[config.mk]
export PLATFORM = sky130hd
export DESIGN_NAME = nor_gate
export DESIGN_NICKNAME = d
export VERILOG_FILES = /design/src/rtl/nor_gate.sv
export SDC_FILE = /design/constraint.sdc
export NUM_CORES = 1
export LEC_CHECK = 0
export ABC_AREA = 0
export BUFFER_PORTS_ARGS = -buffer_cell sky130_fd_sc_hd__buf_2
export CORE_MARGIN = 5
export CORE_UTILIZATION = 43
export DETAILED_ROUTE_END_ITERATION = 8
export PLACE_DENSITY = 0.83
export SYNTH_ARGS = -nofsm -noshare
export SYNTH_HDL_FRONTEND = slang
export SYNTH_SLANG_ARGS = --single-unit
[constraint.sdc]
create_clock -name clk -period 3.1 [get_ports clk]
set_input_delay 0.31 -clock clk [delete_from_list [all_inputs] [get_ports clk]]
set_output_delay 0.31 -clock clk [all_outputs]
set_load 0.01 [all_outputs]
[src/rtl/nor_gate.sv]
// Bitwise NOR of two WIDTH-bit operands with a one-cycle registered result, valid and zero flags.
// Define NOR_GATE_COMB_EN to build a purely combinational variant (valid tied high, clock unused).
module nor_gate #(
    parameter int WIDTH = 32
) (
    input  logic             clk,
    input  logic             rst,
    input  logic             en,
    input  logic [WIDTH-1:0] a,
    input  logic [WIDTH-1:0] b,
    output logic [WIDTH-1:0] c,
    output logic             valid,
    output logic             zero
);

    function automatic logic [WIDTH-1:0] nor_f(input logic [WIDTH-1:0] x, input logic [WIDTH-1:0] y);
        return ~(x | y);
    endfunction

    function automatic logic all_zero_f(input logic [WIDTH-1:0] x);
        return (x == {WIDTH{1'b0}});
    endfunction

    logic [WIDTH-1:0] nor_s;
    logic             nor_zero_s;

    // Result and its zero flag computed from the live operands.
    always_comb begin
        nor_s      = nor_f(a, b);
        nor_zero_s = all_zero_f(nor_s);
    end

`ifdef NOR_GATE_COMB_EN

    // Clock, reset and enable are deliberately ignored in this variant.
    logic unused_s;
    assign unused_s = clk ^ rst ^ en;

    // Pass the combinational result straight to the outputs.
    always_comb begin
        c     = nor_s;
        zero  = nor_zero_s;
        valid = 1'b1;
    end

`else

    logic [WIDTH-1:0] c_r;
    logic             valid_r;
    logic             zero_r;

    // Capture register: reset beats enable; idle cycles hold the data but drop valid.
    always_ff @(posedge clk) begin
        if (rst) begin
            c_r     <= {WIDTH{1'b0}};
            valid_r <= 1'b0;
            zero_r  <= 1'b0;
        end else if (en) begin
            c_r     <= nor_s;
            valid_r <= 1'b1;
            zero_r  <= nor_zero_s;
        end else begin
            c_r     <= c_r;
            valid_r <= 1'b0;
            zero_r  <= zero_r;
        end
    end

    // Outputs come directly from the registers.
    always_comb begin
        c     = c_r;
        valid = valid_r;
        zero  = zero_r;
    end

`endif

endmodule

-- After elaboration in Yosys (flattened, before gate mapping)
Index checks and enable logic that the tools add are counted.
- multiplexer cells: 1
- bitwise gates (word level): 2
- reductions and logical operators: 1
- operator list (operator ; count):
    32-bit zero test ; 1
    32-bit inverter ; 1
    32-bit bitwise OR ; 1
    1-bit two-way mux ; 1
- output and inout bits: 34
- input port bits: 67
- bits in registers: 34

-- Logic depth before layout (Yosys ltp)
- depth in word-level cells: 3
- gate-level depth with buffers: 6

-- Worst setup path before layout
OpenSTA, ideal clock, no wires.
- kind: input port to flip-flop
- start: in en
- end: reg zero_r (netlist: zero)
- library setup time: 0.057 ns
- stages on the path: 6
- buffers on the path: 1
- setup slack: 1.873 ns
- required time: 3.043 ns
- arrival: 1.170 ns
- cell sequence: buf_4 nor2b_4 nor4b_2 nand4_1 nor4b_2 a21o_1
- RTL lines (element ; RTL line ; text):
    start: declaration ; 8 ; input logic en,
    end signal: assignment ; 61 ; zero_r <= nor_zero_s;
    end signal: assignment ; 65 ; zero_r <= zero_r;
    end: declaration ; 50 ; logic zero_r;

==> results.json <==
{
  "cts-root-buf": "clkbuf_4",
  "cp-startpoint": "rst",
  "synthTopCellsByCount": "nor2_1 (64), dfxtp_1 (34), mux2i_1 (32)",
  "crit_path_cell_trace": "buf_2, nor2b_4, nor4b_2, nand4_1, nor4b_2, a21o_1",
  "die_w_um": 66.9,
  "crit_fanout": 34,
  "cts_resized": 0,
  "worst_slack_ns": 1.86,
  "hold_class": "input port to flop",
  "power.density_nw_per_um2": 447,
  "viasPerCell": 4.57,
  "dpl_worst_slack_ns": 1.51,
  "synth.area.top_cells": "dfxtp_1 (49%), mux2i_1 (23%), nor2_1 (17%)",
  "dp_cells": 289,
  "grt_pass1_vias": 1287,
  "grt-ovfl-total": 0,
  "initial_core_util": 0.452,
  "cp.required_ns": 3.37,
  "grt.total_usage": 0.159,
  "final_util": 0.648,
  "clkLatencyLatePin_ns": 0.32,
  "clkTransAtPathRegs_ns": 0.10,
  "post_cts.repair.setup_buffers": 0,
  "die_height_um": 66.9,
  "r2r_start": "zero",
  "maxCapViolations": 0,
  "cts.sinks": 34,
  "setup_tns_ns": 0,
  "vias": 1356,
  "crit_arrival_ns": 1.51,
  "cts-htree-levels": 2,
  "grt_first_pass_wirelength_mm": 5.48,
  "yosysMostFrequentCell": "nor2_1",
  "ant_nets": 0,
  "hold_viol": 0,
  "synthCells": 152,
  "totalWireLength_mm": 3.47,
  "hpwl_mm": 2.74,
  "yosys_warnings": 0,
  "min_period_ns": 1.24,
  "cts_buffers": 5,
  "core_area_um2": 3080,
  "finalSetupViolCount": 0,
  "ys_seq_area_frac": 0.489,
  "cts_tree": "built",
  "num_rows": 20,
  "io_buffer_count": 100,
  "cts_hold_buf": 0,
  "worst-r2r-cell-count": 2,
  "antenna_cells": 0,
  "fin_skew_ns": 0,
  "clk_path_buf_depth": 2,
  "fin_crit_sh": 0.399,
  "final_area_um2": 2000,
  "outcome": "finished clean",
  "ir_drop_mv": 0.257,
  "wl_per_cell_um": 11.7,
  "cp-start-kind": "input port",
  "end_kind": "flop",
  "antenna_found_initial": 0,
  "synth_top_area_share": 0.489,
  "gp_congestion": 0.817,
  "dpl_cell_area_um2": 1920,
  "die_area_um2": 4480,
  "fmax_mhz": 808,
  "grt_max_degree": 35,
  "slew_headroom": 0.582,
  "syn_to_final_growth_pct": 43.3,
  "initialDrtViolationCount": 65,
  "final_cells": 297,
  "grt_setup_unrepaired": "no",
  "ys_seq_elements": 34,
  "synthArstFlopShare": 0,
  "worstSetupPathType": "input port to flop",
  "cp_slowest_cell": "buf_2",
  "nNetsFinal": 319,
  "synth_flop_cell": "dfxtp_1",
  "drc": 0,
  "avgSynthCellArea_um2": 9.16,
  "synth_enable_flop_cells": 0,
  "path_common_cell": "nor4b_2",
  "drive_above_1_share": 0.443,
  "syn_nets": 219,
  "critPathMaxStageDelay_ns": 0.30,
  "num_io_pins": 101,
  "report.final.slew_viol_count": 0,
  "holdWs_ns": 0.240,
  "leakage_nw": 1.10,
  "cp-endpoint": "zero",
  "syn_area_um2": 1390,
  "p_total_mw": 0.891,
  "r2r_setup_slack_ns": 2.39,
  "drt-pass1-iter-count": 4,
  "ys_types": 14,
  "yosys.area.top_type": "dfxtp_1",
  "reg2reg_to": "zero",
  "worst_pin_slew_ns": 0.628
}
-- critical path: cells and delay by family --
kind | cells | cell delay (ns)
AND/OR/NAND/NOR | 4 | 0.74
buffers and inverters | 1 | 0.30
AO/OA/AOI/OAI | 1 | 0.14
-- final cells by class --
cell class / count / area (um2)
sequential: 34 / 681
tap: 44 / 55.1
timing repair buffer: 101 / 508
multi-input combinational: 110 / 673
fill: 267 / 1080
clock buffer: 8 / 78.8
-- where the power goes --
group | internal [mW] | leakage, nW | switching (mW)
Clock | 0.155 | 0.0446 | 0.137
Sequential | 0.454 | 0.278 | 0.00761
Combinational | 0.0704 | 0.780 | 0.0673
Total | 0.679 | 1.10 | 0.212
-- cells in the final DEF, fill, tap and decap left out --
cell,synthesis,routed
nor4_1,7,7
clkbuf_4,0,5
nor2b_4,1,1
nor3b_1,1,1
nor4b_2,2,2
mux2i_1,32,32
nand2_1,1,1
nor2_1,64,64
a21o_1,1,1
clkbuf_8,0,3
dfxtp_1,34,34
buf_2,4,100
buf_4,1,1
nand4_1,1,1
-- logic make-up after synthesis --
| logic type | share of synthesized area |
|---|---|
| buf+inv | 0.0279 |
| mux | 0.230 |
| compound gates | 0.00539 |
| flops | 0.489 |
| simple gates | 0.248 |
-- routing by layer --
layer | wire, um | global-route usage | vias up | share of wire
met5 | 0 | 0 | - | 0
met4 | 46 | 0.0608 | 0 | 0.013
met3 | 306 | 0.0472 | 5 | 0.088
met2 | 1700 | 0.274 | 50 | 0.49
met1 | 1410 | 0.183 | 597 | 0.41
li1 | - | - | 704 | -
-- how the worst min path moves through the flow --
| stage | cells past startpoint | start | endpoint |
|---|---|---|---|
| 3_3_place_gp | 2 | c[28] | c[28] |
| 4_1_cts | 2 | en | valid |
| 2_1_floorplan | 2 | c[28] | c[28] |
| 5_1_grt | 2 | en | valid |
| 6_report | 2 | en | valid |
| 3_5_place_dp | 2 | c[26] | c[26] |
-- sequential cells by signal (all words and copies together) (netlist names) --
name	flops
c	32
valid	1
zero	1
Note: power is estimated with default switching activity, not from simulation.
